**config.mk**
```make
export PLATFORM = sky130hd
export DESIGN_NAME = exec_sequencer
export DESIGN_NICKNAME = d
export VERILOG_FILES = /design/src/rtl/exec_sequencer_pkg.sv /design/src/rtl/exec_sequencer_operand_select.sv /design/src/rtl/exec_sequencer.sv
export SDC_FILE = /design/constraint.sdc
export NUM_CORES = 1
export LEC_CHECK = 0
export ABC_AREA = 1
export BUFFER_PORTS_ARGS = -buffer_cell sky130_fd_sc_hd__buf_2
export CORE_ASPECT_RATIO = 1.2
export CORE_MARGIN = 2
export CORE_UTILIZATION = 49
export CTS_BUF_LIST = sky130_fd_sc_hd__clkbuf_8
export DETAILED_ROUTE_END_ITERATION = 7
export PLACE_DENSITY = 0.83
export SYNTH_ARGS = -nofsm -noshare
export SYNTH_HDL_FRONTEND = slang
export SYNTH_SLANG_ARGS = --single-unit
```
**constraint.sdc**
```tcl
create_clock -name i_clk -period 2.19 [get_ports i_clk]
set_input_delay 0 -clock i_clk [delete_from_list [all_inputs] [get_ports i_clk]]
set_output_delay 0 -clock i_clk [all_outputs]
set_load 0.005 [all_outputs]
```
**src/rtl/exec_sequencer_pkg.sv**
```systemverilog
// Shared widths, operand-location and sequencer-state types for the execution sequencer.
package exec_sequencer_pkg;
  localparam int OPCODE_WIDTH = 6;
  localparam int VALUE_WIDTH  = 8;
  localparam int MEM_WIDTH    = 8;

  typedef enum logic [1:0] {
    CH_REG  = 2'b00,
    CH_MEM  = 2'b01,
    CH_IMM  = 2'b10,
    CH_NONE = 2'b11
  } choice_t;

  typedef enum logic [2:0] {
    IDLE, S1_REQ, S1_DATA, S2_REQ, S2_DATA, EXEC, WB
  } state_t;

  // Immediate fields are zero-extended, or truncated to the low value bits.
  function automatic logic [VALUE_WIDTH-1:0] imm_to_value(input logic [MEM_WIDTH-1:0] f);
    return VALUE_WIDTH'(f);
  endfunction
endpackage

```
**src/rtl/exec_sequencer_operand_select.sv**
```systemverilog
// Operand mux: choice + field + rf read data -> operand value; combinational, no flow control.
// Memory operands resolve to 0 here and are filled in later by the sequencer.
module exec_sequencer_operand_select
  import exec_sequencer_pkg::*;
(
  input  choice_t                i_choice,
  input  logic [MEM_WIDTH-1:0]   i_field,
  input  logic [VALUE_WIDTH-1:0] i_rf_rdata,
  output logic [VALUE_WIDTH-1:0] o_value
);
  always_comb begin
    o_value = '0;
    case (i_choice)
      CH_REG:  o_value = i_rf_rdata;
      CH_IMM:  o_value = imm_to_value(i_field);
      default: o_value = '0;
    endcase
  end
endmodule

```
**src/rtl/exec_sequencer.sv**
```systemverilog
// One-instruction-at-a-time sequencer: accept, mem reads, EXEC, WB; 3 cycles + 2 per mem source.
// Accepts only in IDLE; stalls indefinitely on mem_gnt with the memory request held stable.
module exec_sequencer
  import exec_sequencer_pkg::*;
(
  input  logic                    i_clk,
  input  logic                    i_rst,
  input  logic                    i_instr_valid,
  output logic                    o_instr_ready,
  input  logic [OPCODE_WIDTH-1:0] i_op_code,
  input  logic [MEM_WIDTH-1:0]    i_source1_addr,
  input  logic [MEM_WIDTH-1:0]    i_source2_addr,
  input  logic [MEM_WIDTH-1:0]    i_dest_addr,
  input  logic [1:0]              i_source1_choice,
  input  logic [1:0]              i_source2_choice,
  input  logic [1:0]              i_dest_choice,
  output logic [MEM_WIDTH-1:0]    o_rf_raddr1,
  output logic [MEM_WIDTH-1:0]    o_rf_raddr2,
  input  logic [VALUE_WIDTH-1:0]  i_rf_rdata1,
  input  logic [VALUE_WIDTH-1:0]  i_rf_rdata2,
  output logic                    o_rf_we,
  output logic [MEM_WIDTH-1:0]    o_rf_waddr,
  output logic [VALUE_WIDTH-1:0]  o_rf_wdata,
  output logic                    o_mem_req,
  output logic                    o_mem_we,
  output logic [MEM_WIDTH-1:0]    o_mem_addr,
  output logic [VALUE_WIDTH-1:0]  o_mem_wdata,
  input  logic                    i_mem_gnt,
  input  logic [VALUE_WIDTH-1:0]  i_mem_rdata,
  output logic [OPCODE_WIDTH-1:0] o_alu_op,
  output logic [VALUE_WIDTH-1:0]  o_alu_a,
  output logic [VALUE_WIDTH-1:0]  o_alu_b,
  input  logic [VALUE_WIDTH-1:0]  i_alu_out,
  output logic                    o_busy,
  output logic                    o_done
);
  state_t                  r_state, w_state_nxt;
  logic [OPCODE_WIDTH-1:0] r_op;
  logic [MEM_WIDTH-1:0]    r_s1_addr, r_s2_addr, r_dst_addr;
  choice_t                 r_s2_ch, r_dst_ch;
  logic [VALUE_WIDTH-1:0]  r_alu_a, r_alu_b, r_result;
  logic                    r_done;

  choice_t                 w_s1_ch_in, w_s2_ch_in, w_dst_ch_in;
  logic [VALUE_WIDTH-1:0]  w_opnd1, w_opnd2;
  logic                    w_accept;

  assign w_s1_ch_in  = choice_t'(i_source1_choice);
  assign w_s2_ch_in  = choice_t'(i_source2_choice);
  assign w_dst_ch_in = choice_t'(i_dest_choice);
  assign w_accept    = i_instr_valid && (r_state == IDLE);

  exec_sequencer_operand_select u_operand_select1 (
    .i_choice   (w_s1_ch_in),
    .i_field    (i_source1_addr),
    .i_rf_rdata (i_rf_rdata1),
    .o_value    (w_opnd1)
  );

  exec_sequencer_operand_select u_operand_select2 (
    .i_choice   (w_s2_ch_in),
    .i_field    (i_source2_addr),
    .i_rf_rdata (i_rf_rdata2),
    .o_value    (w_opnd2)
  );

  always_ff @(posedge i_clk or posedge i_rst) begin
    if (i_rst) r_state <= IDLE;
    else       r_state <= w_state_nxt;
  end

  always_comb begin
    w_state_nxt   = r_state;
    o_instr_ready = 1'b0;
    o_rf_raddr1   = r_s1_addr;
    o_rf_raddr2   = r_s2_addr;
    o_rf_we       = 1'b0;
    o_mem_req     = 1'b0;
    o_mem_we      = 1'b0;
    o_mem_addr    = '0;
    case (r_state)
      IDLE: begin
        o_instr_ready = 1'b1;
        o_rf_raddr1   = i_source1_addr;
        o_rf_raddr2   = i_source2_addr;
        if (i_instr_valid) begin
          if (w_s1_ch_in == CH_MEM)      w_state_nxt = S1_REQ;
          else if (w_s2_ch_in == CH_MEM) w_state_nxt = S2_REQ;
          else                           w_state_nxt = EXEC;
        end
      end
      S1_REQ: begin
        o_mem_req  = 1'b1;
        o_mem_addr = r_s1_addr;
        if (i_mem_gnt) w_state_nxt = S1_DATA;
      end
      S1_DATA: w_state_nxt = (r_s2_ch == CH_MEM) ? S2_REQ : EXEC;
      S2_REQ: begin
        o_mem_req  = 1'b1;
        o_mem_addr = r_s2_addr;
        if (i_mem_gnt) w_state_nxt = S2_DATA;
      end
      S2_DATA: w_state_nxt = EXEC;
      EXEC:    w_state_nxt = WB;
      WB: begin
        if (r_dst_ch == CH_REG) begin
          o_rf_we     = 1'b1;
          w_state_nxt = IDLE;
        end else if (r_dst_ch == CH_MEM) begin
          o_mem_req  = 1'b1;
          o_mem_we   = 1'b1;
          o_mem_addr = r_dst_addr;
          if (i_mem_gnt) w_state_nxt = IDLE;
        end else begin
          w_state_nxt = IDLE;
        end
      end
      default: w_state_nxt = IDLE;
    endcase
  end

  always_ff @(posedge i_clk or posedge i_rst) begin
    if (i_rst) begin
      r_op       <= '0;
      r_s1_addr  <= '0;
      r_s2_addr  <= '0;
      r_dst_addr <= '0;
      r_s2_ch    <= CH_NONE;
      r_dst_ch   <= CH_NONE;
      r_alu_a    <= '0;
      r_alu_b    <= '0;
      r_result   <= '0;
      r_done     <= 1'b0;
    end else begin
      // Pulses in the cycle the FSM is back in IDLE; reset never produces it.
      r_done <= (r_state != IDLE) && (w_state_nxt == IDLE);
      if (w_accept) begin
        r_op       <= i_op_code;
        r_s1_addr  <= i_source1_addr;
        r_s2_addr  <= i_source2_addr;
        r_dst_addr <= i_dest_addr;
        r_s2_ch    <= w_s2_ch_in;
        r_dst_ch   <= w_dst_ch_in;
        r_alu_a    <= w_opnd1;
        r_alu_b    <= w_opnd2;
      end
      if (r_state == S1_DATA) r_alu_a  <= i_mem_rdata;
      if (r_state == S2_DATA) r_alu_b  <= i_mem_rdata;
      if (r_state == EXEC)    r_result <= i_alu_out;
    end
  end

  assign o_rf_waddr  = r_dst_addr;
  assign o_rf_wdata  = r_result;
  assign o_mem_wdata = r_result;
  assign o_alu_op    = r_op;
  assign o_alu_a     = r_alu_a;
  assign o_alu_b     = r_alu_b;
  assign o_busy      = (r_state != IDLE);
  assign o_done      = r_done;
endmodule

```
Yosys cells after proc, flatten, opt, wreduce, memory -nomap -nowiden
Cells that the tools add are included.

word-level totals
  memories = 0
  ROM bits = 0
  word-level logic and storage cells = 62
  register bits = 62
  memory bits (writable) = 0
  input port bits = 72
  latch bits = 0
  output and inout port bits = 76

cells by class
  divide/modulo/power cells = 0
  shift operators = 0
  multiplexer cells = 28
  bitwise operators = 0
  add/subtract/negate cells = 0
  order comparisons = 0
  multiply operators = 0
  reductions and logical operators = 11
  eq/ne operators = 12

operators with widths
  cell                  number
  $mux W8               8
  $pmux W8 S2           2
  $mux W3               9
  $pmux W8 S3           1
  $pmux W3 S7           1
  $eq A3 B3 Y1 const B  3
  $eq A2 B1 Y1 const B  4
  $eq A3 B2 Y1 const B  2
  $logic_not A2 Y1      3
  $logic_not A3 Y1      2
  $mux W1               6
  $eq A2 B2 Y1 const B  2
  $reduce_bool A2 Y1    2
  $eq A3 B1 Y1 const B  1
  $reduce_bool A3 Y1    1
  $logic_and A1 B1 Y1   2
  $pmux W1 S2           1
  $reduce_or A2 Y1      1

Logic depth before layout (Yosys ltp)
Gate-level depths: netlist of run 1.

  depth after elaboration = 7
  mapped depth = 10
  depth with buffers taken out = 9

Hierarchy
A second synthesis of run 1 with hierarchy kept.

second synthesis, totals
  cell total of the unflattened synthesis = 427
  area total of the unflattened synthesis = 3323.2 µm²

modules (own cells, without submodules)
  module                         cells an instance  instances  area each (µm²)  seq. area each (µm²)
  exec_sequencer                 373                1          3060.4           1556.5
  exec_sequencer_operand_select  27                 2          131.4            0.0

Least setup slack after synthesis of run 1
Ideal clock, no wire load.

  kind = register to register
  start = register r_state[2]
  end = register r_done (netlist: o_done)
  period minus slack after synthesis = 1299 ps
  data arrival time = 1184 ps
  setup time = 115 ps
  slack = 891 ps
  data required time = 2075 ps
  cell stages (with the launch flop) = 11
  path buffers = 2
  path through = dfrtp_1 > buf_4 > inv_2 > buf_6 > nand2_4 > nor2_4 > nand2_1 > nand3_1 > nor2_1 > nand2_1 > nor2_1

between the ends
  cells in the longest elaborated chain, start to end = 6
  elaborated cells between the ends (all ways) = 17
  classes of those cells = eq/ne (6); mux (7); reduce/logical (4)

ends and longest elaborated chain
  item                     line                   text
  from (decl)              exec_sequencer.sv:37   state_t r_state, w_state_nxt;
  from (signal assigned)   exec_sequencer.sv:69   else r_state <= w_state_nxt;
  $mux W3                  exec_sequencer.sv:113  if (i_mem_gnt) w_state_nxt = IDLE;
  $mux W3                  exec_sequencer.sv:109  end else if (r_dst_ch == CH_MEM) begin
  $mux W3                  exec_sequencer.sv:106  if (r_dst_ch == CH_REG) begin
  $pmux W3 S7              exec_sequencer.sv:81   case (r_state)
  $logic_not A3 Y1         exec_sequencer.sv:136  r_done <= (r_state != IDLE) && (w_state_nxt == IDLE);
  $logic_and A1 B1 Y1 (*)  exec_sequencer.sv:136
  to (signal assigned)     exec_sequencer.sv:136
  to (decl)                exec_sequencer.sv:42   logic r_done;

Every way passes the cells marked *; elsewhere a longest branch is shown, timed or not.
A chain may end at the register's enable or synchronous reset.

Final worst setup path of run 1
  start = register r_state[1]
  end = output o_rf_raddr2[6]

between the ends
  cells in the longest elaborated chain, start to end = 2

ends and longest elaborated chain
  item              line                  text
  $logic_not A3 Y1  exec_sequencer.sv:81
  $mux W8           exec_sequencer.sv:81
  to (decl)         exec_sequencer.sv:18  output logic [MEM_WIDTH-1:0] o_rf_raddr2,

Every way passes these cells.

==> results of run 1 <==
-- worst paths after layout --
check	end	slack [ps]	from
worst max-delay path	o_rf_raddr2[6]	300	r_state[1]$_DFF_PP0_
worst min-delay path	r_s2_addr[7]$_DFFE_PP0P_	20	i_source2_addr[7]
worst max register to register	o_rf_waddr[6]$_DFFE_PP0P_	560	r_state[1]$_DFF_PP0_
worst min register to register	o_alu_op[4]$_DFFE_PP0P_	480	o_alu_op[4]$_DFFE_PP0P_
max in group asynchronous	o_alu_a[2]$_DFFE_PP0P_	1230	i_rst
min in group asynchronous	o_alu_b[2]$_DFFE_PP0P_	430	i_rst
-- worst min-delay path: stages --
cell     delay (ps)
buf_2            80
inv_1            70
o21ai_0         160
-- through the flow --
step,hold slack (ps),setup WS (ps),instance area [sq um],cells
after global placement,194,654,4050,631
after CTS,3.26,308,4680,690
after detailed placement,200,600,4050,631
final,18.5,296,4680,690
after global routing,31.0,156,4680,690
after floorplan,91.0,655,3320,419
-- registers in the layout, indices dropped and copies added, names as in the netlist, 3 cells and up --
name / cells
o_alu_b: 8
o_mem_wdata: 8
r_s2_addr: 8
o_alu_op: 6
r_s1_addr: 8
o_rf_waddr: 8
o_alu_a: 8
r_state: 3
-- power by group --
group	total, mW	internal (mW)	switching (mW)
Clock	1.01	0.578	0.436
Sequential	2.16	1.71	0.455
Combinational	2.74	1.20	1.54
-- cells by family after synthesis --
kind of cell / share of synthesized area
multiplexers: 0.0271
buffers and inverters: 0.102
AO/OA/AOI/OAI: 0.135
AND/OR/NAND/NOR: 0.268
flip-flops: 0.468
-- routing by layer --
layer | routed length, microns | vias to the layer above | GRT usage
li1 | - | 1711 | -
met1 | 4060 | 1676 | 0.346
met2 | 5420 | 182 | 0.506
met3 | 577 | 48 | 0.0500
met4 | 503 | 0 | 0.180
met5 | 0 | - | 0
-- cell usage in the layout (no fill, tap or decap), drive strengths merged, types with 2 or more instances in the layout --
master and count:
o21ai 61, inv 46, nand4 5, nand3 31, nand2 143, nor2 19
mux2 8, buf 153, dfrtp 58, o211ai 14, a22oi 4, clkbuf 11
clkinv 2, dfstp 4, dlygate4sd3 43
-- layout make-up --
cell class / count / area, sq um
tap: 85 / 106
timing repair buffer: 196 / 1220
multi-input combinational: 286 / 1430
fill: 517 / 1800
inverter: 45 / 169
sequential: 62 / 1560
clock inverter: 5 / 50.0
clock buffer: 11 / 151
==> metrics.yaml, run 1 <==
setup_path:
  start_kind: "register"
  timing_worst_setup_path_type: "reg2out"
  critical_path_depth: 7
  timing.critical_path.required_ps: 2190
  cp_top_family: "buffers and inverters"
  crit_path_end_kind: "output pin"
  ff2ff_path_depth: 7
  cp.buffers_inverters: 3
  cp_slowest_cell: "dfrtp_1"
  crit_top_cell: "buf_4"
  crit_chain: "buf_4 -> nor2_8 -> nand2_4 -> buf_4 -> nand2_1 -> o21ai_0 -> buf_2"
  critPathMaxStageDelay_ps: 520
  cp_max_fo: 35
  crit_arrival_ps: 1890
clock_tree:
  cts_tree: "done"
  cts_root_buf: "clkbuf_8"
  clkTransAtPathRegs_ps: 70
  cts_resized: 0
  cts_setup_buffers: 0
  htreeDepth: 3
  cts_buffers: 9
  insertion_delay_ps: 330
  clock_path_buffers: 2
  hold_buffers: 43
  cts_num_sinks: 62
power:
  p_leak_nw: 2.58
  power_density_nw_per_um2: 1260
  peakVddDrop_v: 0.000562
  power.total_mw: 5.91
timing:
  maxSlewHeadroom: 0.483
  rsz0062_at_grt: "no"
  post-route-period-util: 0.865
  fmax_ghz: 0.528
  fin_skew_ps: 8.77
  post-route-min-period_ps: 1890
  slew_viol_final: 0
  worst_pin_slew_ps: 776
  setup_viol_count_final: 0
  final-hold-violation-count: 0
  tns_ps: 0
drt:
  wl_microns: 10600
  drc: 0
  viasPerCell: 5.24
  wl_per_cell_microns: 15.3
  vias: 3617
  antenna_left: 0
  drt_iter0_markers: 357
  first_pass_iters: 5
synth:
  syn_area_sq_um: 3320
  syn_avg_cell_area_sq_um: 7.93
  async_flop_share: 1.00
  synth_warnings: 0
  yosysTopAreaCell: "dfrtp_1"
  ys_types: 27
  synth_fp_nets: 491
  syn-instance-count: 419
  ys.flop_type: "dfrtp_1"
  ys_ff_latch: 62
  yosysTopAreaCellShare: 0.437
  seq_area_frac_synth: 0.468
  synthTopCellsByCount: "138 x nand2_1, 58 x dfrtp_1, 57 x o21ai_0"
  yosysMostFrequentCell: "nand2_1"
  synth_edf_count: 0
  synthTopCellsByArea: "dfrtp_1 44%, nand2_1 16%, o21ai_0 8.6%"
finish:
  drive_above_1_share: 0.322
  fin_util: 0.722
  n_antenna_cell: 0
  syn_to_final_growth_pct: 41.0
  nets: 672
placement:
  io_buffers: 147
  routabilityCongestion: 0.867
  dp_hpwl_microns: 7090
global_route:
  antenna_found_initial: 0
  grt_max_degree: 63
  grt_pass1_wl_microns: 17100
  globalRoute.totalOverflow: 0
  grt_pass1_vias: 3641
  grtUsageTotal: 0.297
die:
  die-area_sq_um: 7460
  fp-row-count: 32
  io_pins: 148
  die_y_microns: 94.2
  die_x_microns: 79.2
  core_sq_um: 6490
  start_util: 0.512
run_status:
  status: "completed"
run:
  maxCapViolations: 0
hold_path:
  hold_path_class: "in2reg"
  min_path_cells: 3
Note: power is estimated with default switching activity, not from simulation.
==> inputs of run 2 (changes only) <==
- CTS_CLUSTER_SIZE: unset -> 14
- PLACE_DENSITY: 0.83 -> 0.92
==> run 2 against run 1 <==
Cell area grew 0.27%. Combinational power grew 2%. Register-to-register slack got worse by 200 ps. Via count rose by 2.2%. Die area is the same. Sequential cell count unchanged.
==> metrics.yaml, run 2 (same netlist as run 1, synthesis figures left out) <==
run_status:
  status: "completed"  # unchanged
global_route:
  grt_pass1_vias: 3626  # was 3641
  antenna_found_initial: 0  # unchanged
  globalRoute.totalOverflow: 0  # unchanged
  grt_max_degree: 39  # was 63
  grt_pass1_wl_microns: 16400  # was 17100 microns
  grtUsageTotal: 0.283  # was 0.297
drt:
  wl_microns: 10500  # was 10600 microns
  viasPerCell: 5.32  # was 5.24
  first_pass_iters: 5  # unchanged
  wl_per_cell_microns: 15.0  # was 15.3 microns
  drt_iter0_markers: 281  # was 357
  drc: 0  # unchanged
  antenna_left: 0  # unchanged
  vias: 3697  # was 3617
setup_path:
  timing.critical_path.required_ps: 2190  # about the same
  crit_path_end_kind: "output pin"  # unchanged
  crit_arrival_ps: 1920  # was 1890 ps
  endpoint: "o_rf_raddr2[4]"  # was o_rf_raddr2[6]
  ff2ff_setup_slack_ps: 360  # was 560 ps
  timing_worst_setup_path_type: "reg2out"  # unchanged
  crit_start: "r_state[2]$_DFF_PP0_"  # was r_state[1]$_DFF_PP0_
  r2r_start: "r_state[2]$_DFF_PP0_"  # was r_state[1]$_DFF_PP0_
  start_kind: "register"  # unchanged
  cp_max_fo: 22  # was 35
  worstReg2RegEnd: "o_alu_a[5]$_DFFE_PP0P_"  # was o_rf_waddr[6]$_DFFE_PP0P_
  ff2ff_path_depth: 6  # was 7
clock_tree:
  cts_tree: "done"  # unchanged
  cts_resized: 0  # unchanged
  cts_root_buf: "clkbuf_8"  # unchanged
  cts_num_sinks: 62  # unchanged
  insertion_delay_ps: 340  # was 330 ps
  htreeDepth: 3  # unchanged
  clkTransAtPathRegs_ps: 70  # about the same
  cts_buffers: 9  # unchanged
  clock_path_buffers: 2  # unchanged
timing:
  maxSlewHeadroom: 0.490  # was 0.483
  fmax_ghz: 0.520  # was 0.528 GHz
  setup_viol_count_final: 0  # unchanged
  post-route-period-util: 0.878  # was 0.865
  post-route-min-period_ps: 1920  # was 1890 ps
  slew_viol_final: 0  # unchanged
  fin_skew_ps: 6.47  # was 8.77 ps
  worst_pin_slew_ps: 764  # was 776 ps
  final-hold-violation-count: 0  # unchanged
  tns_ps: 0  # unchanged
  rsz0062_at_grt: "no"  # unchanged
finish:
  final_cells: 695  # was 690
  syn_to_final_growth_pct: 41.3  # was 41.0%
  mostFrequentLayoutCells: "147 x buf_2, 138 x nand2_1, 58 x dfrtp_1"  # unchanged
  n_antenna_cell: 0  # unchanged
  final_common_cell: "buf_2"  # unchanged
  fillers: 494  # was 517
  nets: 677  # was 672
  drive_above_1_share: 0.323  # was 0.322
placement:
  dp_cells: 633  # was 631
  dp_hpwl_microns: 7290  # was 7090 microns
  io_buffers: 147  # unchanged
  routabilityCongestion: 0.956  # was 0.867
hold_path:
  hold_path_class: "in2reg"  # unchanged
  min_path_cells: 3  # unchanged
die:
  die_y_microns: 94.2  # unchanged
  die_x_microns: 79.2  # unchanged
  die-area_sq_um: 7460  # unchanged
  core_sq_um: 6490  # unchanged
  fp-row-count: 32  # unchanged
  start_util: 0.512  # unchanged
  io_pins: 148  # unchanged
power:
  power_density_nw_per_um2: 1250  # was 1260 nW/um^2
  peakVddDrop_v: 0.000697  # was 0.000562 V
  p_leak_nw: 2.59  # was 2.58 nW
run:
  maxCapViolations: 0  # unchanged
## run 2: changes by cell type in the layout (fill, tap and decap cells not counted)
cell           before  now
buf_4               5    8
buf_12              1    0
clkinvlp_4          1    0
clkbuf_8           11    9
clkinv_2            1    4
dlygate4sd3_1      43   46
## run 2: metrics by stage
step                       util  setup WS [ps]  hold slack (ps)  area (sq um)  power (mW)
after floorplan               -            655             91.0          3320        3.81
after global placement    0.625            498              175          4060        4.72
after detailed placement  0.625            390              195          4060        4.82
after CTS                 0.724            296             2.06          4700        5.83
after global routing      0.724            148             27.7          4700        6.33
final                     0.724            268             14.5          4700        5.88
## run 2: how the worst min path moves through the flow
stage / start / end
after floorplan: i_dest_choice[0] / r_dst_ch[0]$_DFFE_PP1P_
after global placement: i_rst / o_mem_wdata[5]$_DFFE_PP0P_
after detailed placement: i_rst / o_mem_wdata[5]$_DFFE_PP0P_
after CTS: i_source1_addr[0] / r_s1_addr[0]$_DFFE_PP0P_
after global routing: i_source1_addr[0] / r_s1_addr[0]$_DFFE_PP0P_
final: i_source1_addr[0] / r_s1_addr[0]$_DFFE_PP0P_
## run 2: what timing repair did
| item | 4_1_cts | 5_1_grt |
|---|---|---|
| hold buffers | 46 | 0 |
| endpoints found under the hold margin | 81 | 0 |
| setup buffers | 0 | 0 |
## run 2: critical path, cell delays in order (launching register included)
cell,delay (ps)
dfrtp_1,500
inv_2,270
nand2_4,170
buf_4,240
o21ai_0,240
buf_2,170
## run 2: power breakdown
| part | total (mW) | switching (mW) | internal (mW) |
|---|---|---|---|
| Clock | 0.943 | 0.434 | 0.509 |
| Combinational | 2.80 | 1.60 | 1.20 |
| Sequential | 2.13 | 0.427 | 1.71 |
| Total | 5.88 | 2.46 | 3.41 |
## run 2: final cells by class
type                            instances  area, sq um  area share
Inverter                               45          169      0.0360
Clock inverter                          7         57.6      0.0123
Tap cell                               85          106      0.0226
Multi-Input combinational cell        286         1430       0.304
Timing Repair Buffer                  201         1260       0.267
Clock buffer                            9          124      0.0264
Sequential cell                        62         1560       0.331
## run 2: routing by layer
metal | part of all wire | vias up | GRT usage
met5 | 0 | - | 0
met4 | 0.038 | 0 | 0.151
met3 | 0.086 | 38 | 0.0510
met2 | 0.51 | 243 | 0.480
met1 | 0.37 | 1695 | 0.341
li1 | - | 1721 | -
==> inputs of run 3 (changes only) <==
- TNS_END_PERCENT: unset -> 50
- clock period: 2.19 -> 2 ns (I/O delays scaled with it)
==> run 3 against run 2 <==
Sequential power is 11% higher. Worst setup slack worse by 150 ps. Core utilization up 0.60 points.
==> metrics.yaml, run 3 (same netlist as run 1, synthesis figures left out) <==
run_status:
  status: "completed"  # unchanged
die:
  io_pins: 148  # unchanged
  die_y_microns: 94.2  # unchanged
  start_util: 0.512  # unchanged
  die_x_microns: 79.2  # unchanged
  fp-row-count: 32  # unchanged
  die-area_sq_um: 7460  # unchanged
  core_sq_um: 6490  # unchanged
timing:
  fmax_ghz: 0.532
  layout_setup_ws_ps: 121  # was 268 ps
  tns_ps: 0  # unchanged
  rsz0062_at_grt: "no"  # unchanged
  final-hold-violation-count: 0  # unchanged
  worst_pin_slew_ps: 534  # was 764 ps
  post-route-period-util: 0.940
  fin_skew_ps: 10.1  # was 6.47 ps
  maxSlewHeadroom: 0.644  # was 0.490
  post-route-min-period_ps: 1880
  setup_viol_count_final: 0  # unchanged
  slew_viol_final: 0  # unchanged
setup_path:
  ff2ff_setup_slack_ps: 350  # was 360 ps
  timing_worst_setup_path_type: "reg2out"  # unchanged
  start_kind: "register"  # unchanged
  timing.critical_path.required_ps: 2000  # was 2190 ps
  ff2ff_path_depth: 5  # was 6
  crit_start: "r_state[0]$_DFF_PP0_"  # was r_state[2]$_DFF_PP0_
  cp_max_fo: 10  # was 22
  crit_path_end_kind: "output pin"  # unchanged
  r2r_start: "r_state[0]$_DFF_PP0_"  # was r_state[2]$_DFF_PP0_
  worstReg2RegEnd: "o_alu_a[0]$_DFFE_PP0P_"  # was o_alu_a[5]$_DFFE_PP0P_
  endpoint: "o_mem_addr[3]"  # was o_rf_raddr2[4]
  crit_arrival_ps: 1880  # was 1920 ps
global_route:
  grtUsageTotal: 0.298  # was 0.283
  grt_pass1_wl_microns: 16800  # was 16400 microns
  antenna_found_initial: 0  # unchanged
  grt_max_degree: 43  # was 39
  globalRoute.totalOverflow: 0  # unchanged
  grt_pass1_vias: 3554  # was 3626
clock_tree:
  clkTransAtPathRegs_ps: 70  # about the same
  insertion_delay_ps: 350  # was 340 ps
  cts_buffers: 9  # unchanged
  cts_root_buf: "clkbuf_8"  # unchanged
  clock_path_buffers: 2  # unchanged
  cts_tree: "done"  # unchanged
  cts_num_sinks: 62  # unchanged
  cts_setup_buffers: 0  # unchanged
  htreeDepth: 3  # unchanged
power:
  power_density_nw_per_um2: 1350  # was 1250 nW/um^2
  p_leak_nw: 2.57  # was 2.59 nW
  peakVddDrop_v: 0.000757  # was 0.000697 V
placement:
  dp_hpwl_microns: 7400  # was 7290 microns
  io_buffers: 147  # unchanged
  dpl_worst_slack_ps: 382  # was 390 ps
  routabilityCongestion: 0.904  # was 0.956
finish:
  syn_to_final_growth_pct: 42.5  # was 41.3%
  drive_above_1_share: 0.325  # was 0.323
  final_common_cell: "buf_2"  # unchanged
  n_antenna_cell: 0  # unchanged
  mostFrequentLayoutCells: "147 x buf_2, 138 x nand2_1, 57 x o21ai_0, 57 x dfrtp_1, 49 x dlygate4sd3_1"  # was 147 x buf_2, 138 x nand2_1, 58 x dfrtp_1
  nets: 679  # was 677
drt:
  wl_microns: 10600  # was 10500 microns
  drt_iter0_markers: 415  # was 281
  drc: 0  # unchanged
  first_pass_iters: 5  # unchanged
  wl_per_cell_microns: 15.2  # was 15.0 microns
  antenna_left: 0  # unchanged
  vias: 3707  # was 3697
  viasPerCell: 5.32  # about the same
run:
  maxCapViolations: 0  # unchanged
hold_path:
  hold_path_class: "in2reg"  # unchanged
  min_path_cells: 5  # was 3
==> run 3: cell types whose count changed in the layout (fill, tap and decap cells not counted), sizes merged <==
| cell | before | now |
|---|---|---|
| inv | 46 | 45 |
| clkinv | 5 | 1 |
| bufinv | 1 | 0 |
| clkinvlp | 0 | 5 |
| buf | 155 | 154 |
| dlygate4sd3 | 46 | 49 |
| clkbuf | 9 | 10 |
==> run 3: layout make-up <==
class	count	area (sq um)
fillers	506	1750
flip-flops and latches	62	1560
multi-input cells	286	1430
repair buffers	203	1290
inverters	45	169
clock buffers	10	138
well taps	85	106
clock inverters	6	46.3
==> run 3: critical path, cell delays in order (launching register included) <==
cell and delay (ps):
dfrtp_1 660, inv_1 170, nand3_4 140, nor2_8 70, a22oi_1 170, o21ai_0 160
buf_2 160
==> run 3: worst min-delay path by stage <==
| stage | slack, ps | startpoint | endpoint |
|---|---|---|---|
| final | 40 | i_rf_rdata2[6] | o_alu_b[6]$_DFFE_PP0P_ |
| after global routing | 50 | i_rf_rdata2[6] | o_alu_b[6]$_DFFE_PP0P_ |
| after CTS | 20 | i_rf_rdata2[6] | o_alu_b[6]$_DFFE_PP0P_ |
| after detailed placement | -80 | i_rst | o_mem_wdata[1]$_DFFE_PP0P_ |
| after global placement | -90 | i_rst | o_mem_wdata[5]$_DFFE_PP0P_ |
| after floorplan | 90 | i_dest_choice[0] | r_dst_ch[0]$_DFFE_PP1P_ |
==> run 3: repair_timing <==
action / in CTS / in global routing
hold buffers: 49 / 0
hold endpoints to repair: 111 / 0
endpoints found under the setup margin: 0 / 4
resized for setup: 0 / 1
==> run 3: per-layer routing <==
| layer | part of all wire | global-route usage | wire length [microns] |
|---|---|---|---|
| met5 | 0 | 0 | 0 |
| met4 | 0.045 | 0.161 | 475 |
| met3 | 0.076 | 0.0452 | 804 |
| met2 | 0.51 | 0.520 | 5410 |
| met1 | 0.37 | 0.349 | 3920 |
==> run 3: metrics by stage <==
step	instance area [sq um]	hold WS (ps)	utilization	std cells	total power, mW
6_report	4740	39.1	0.730	697	6.41
2_1_floorplan	3320	91.0	-	419	4.17
3_5_place_dp	4060	-80.6	0.626	632	5.29
4_1_cts	4730	23.8	0.730	697	6.40
5_1_grt	4740	48.3	0.730	697	6.91
3_3_place_gp	4060	-85.7	0.626	632	5.19
==> run 3: report_power, final <==
| part | switching (mW) | leakage, nW | internal, mW |
|---|---|---|---|
| combinational | 1.71 | 1.73 | 1.32 |
| sequential | 0.496 | 0.763 | 1.87 |
| clock | 0.525 | 0.0772 | 0.486 |
| total | 2.73 | 2.57 | 3.67 |
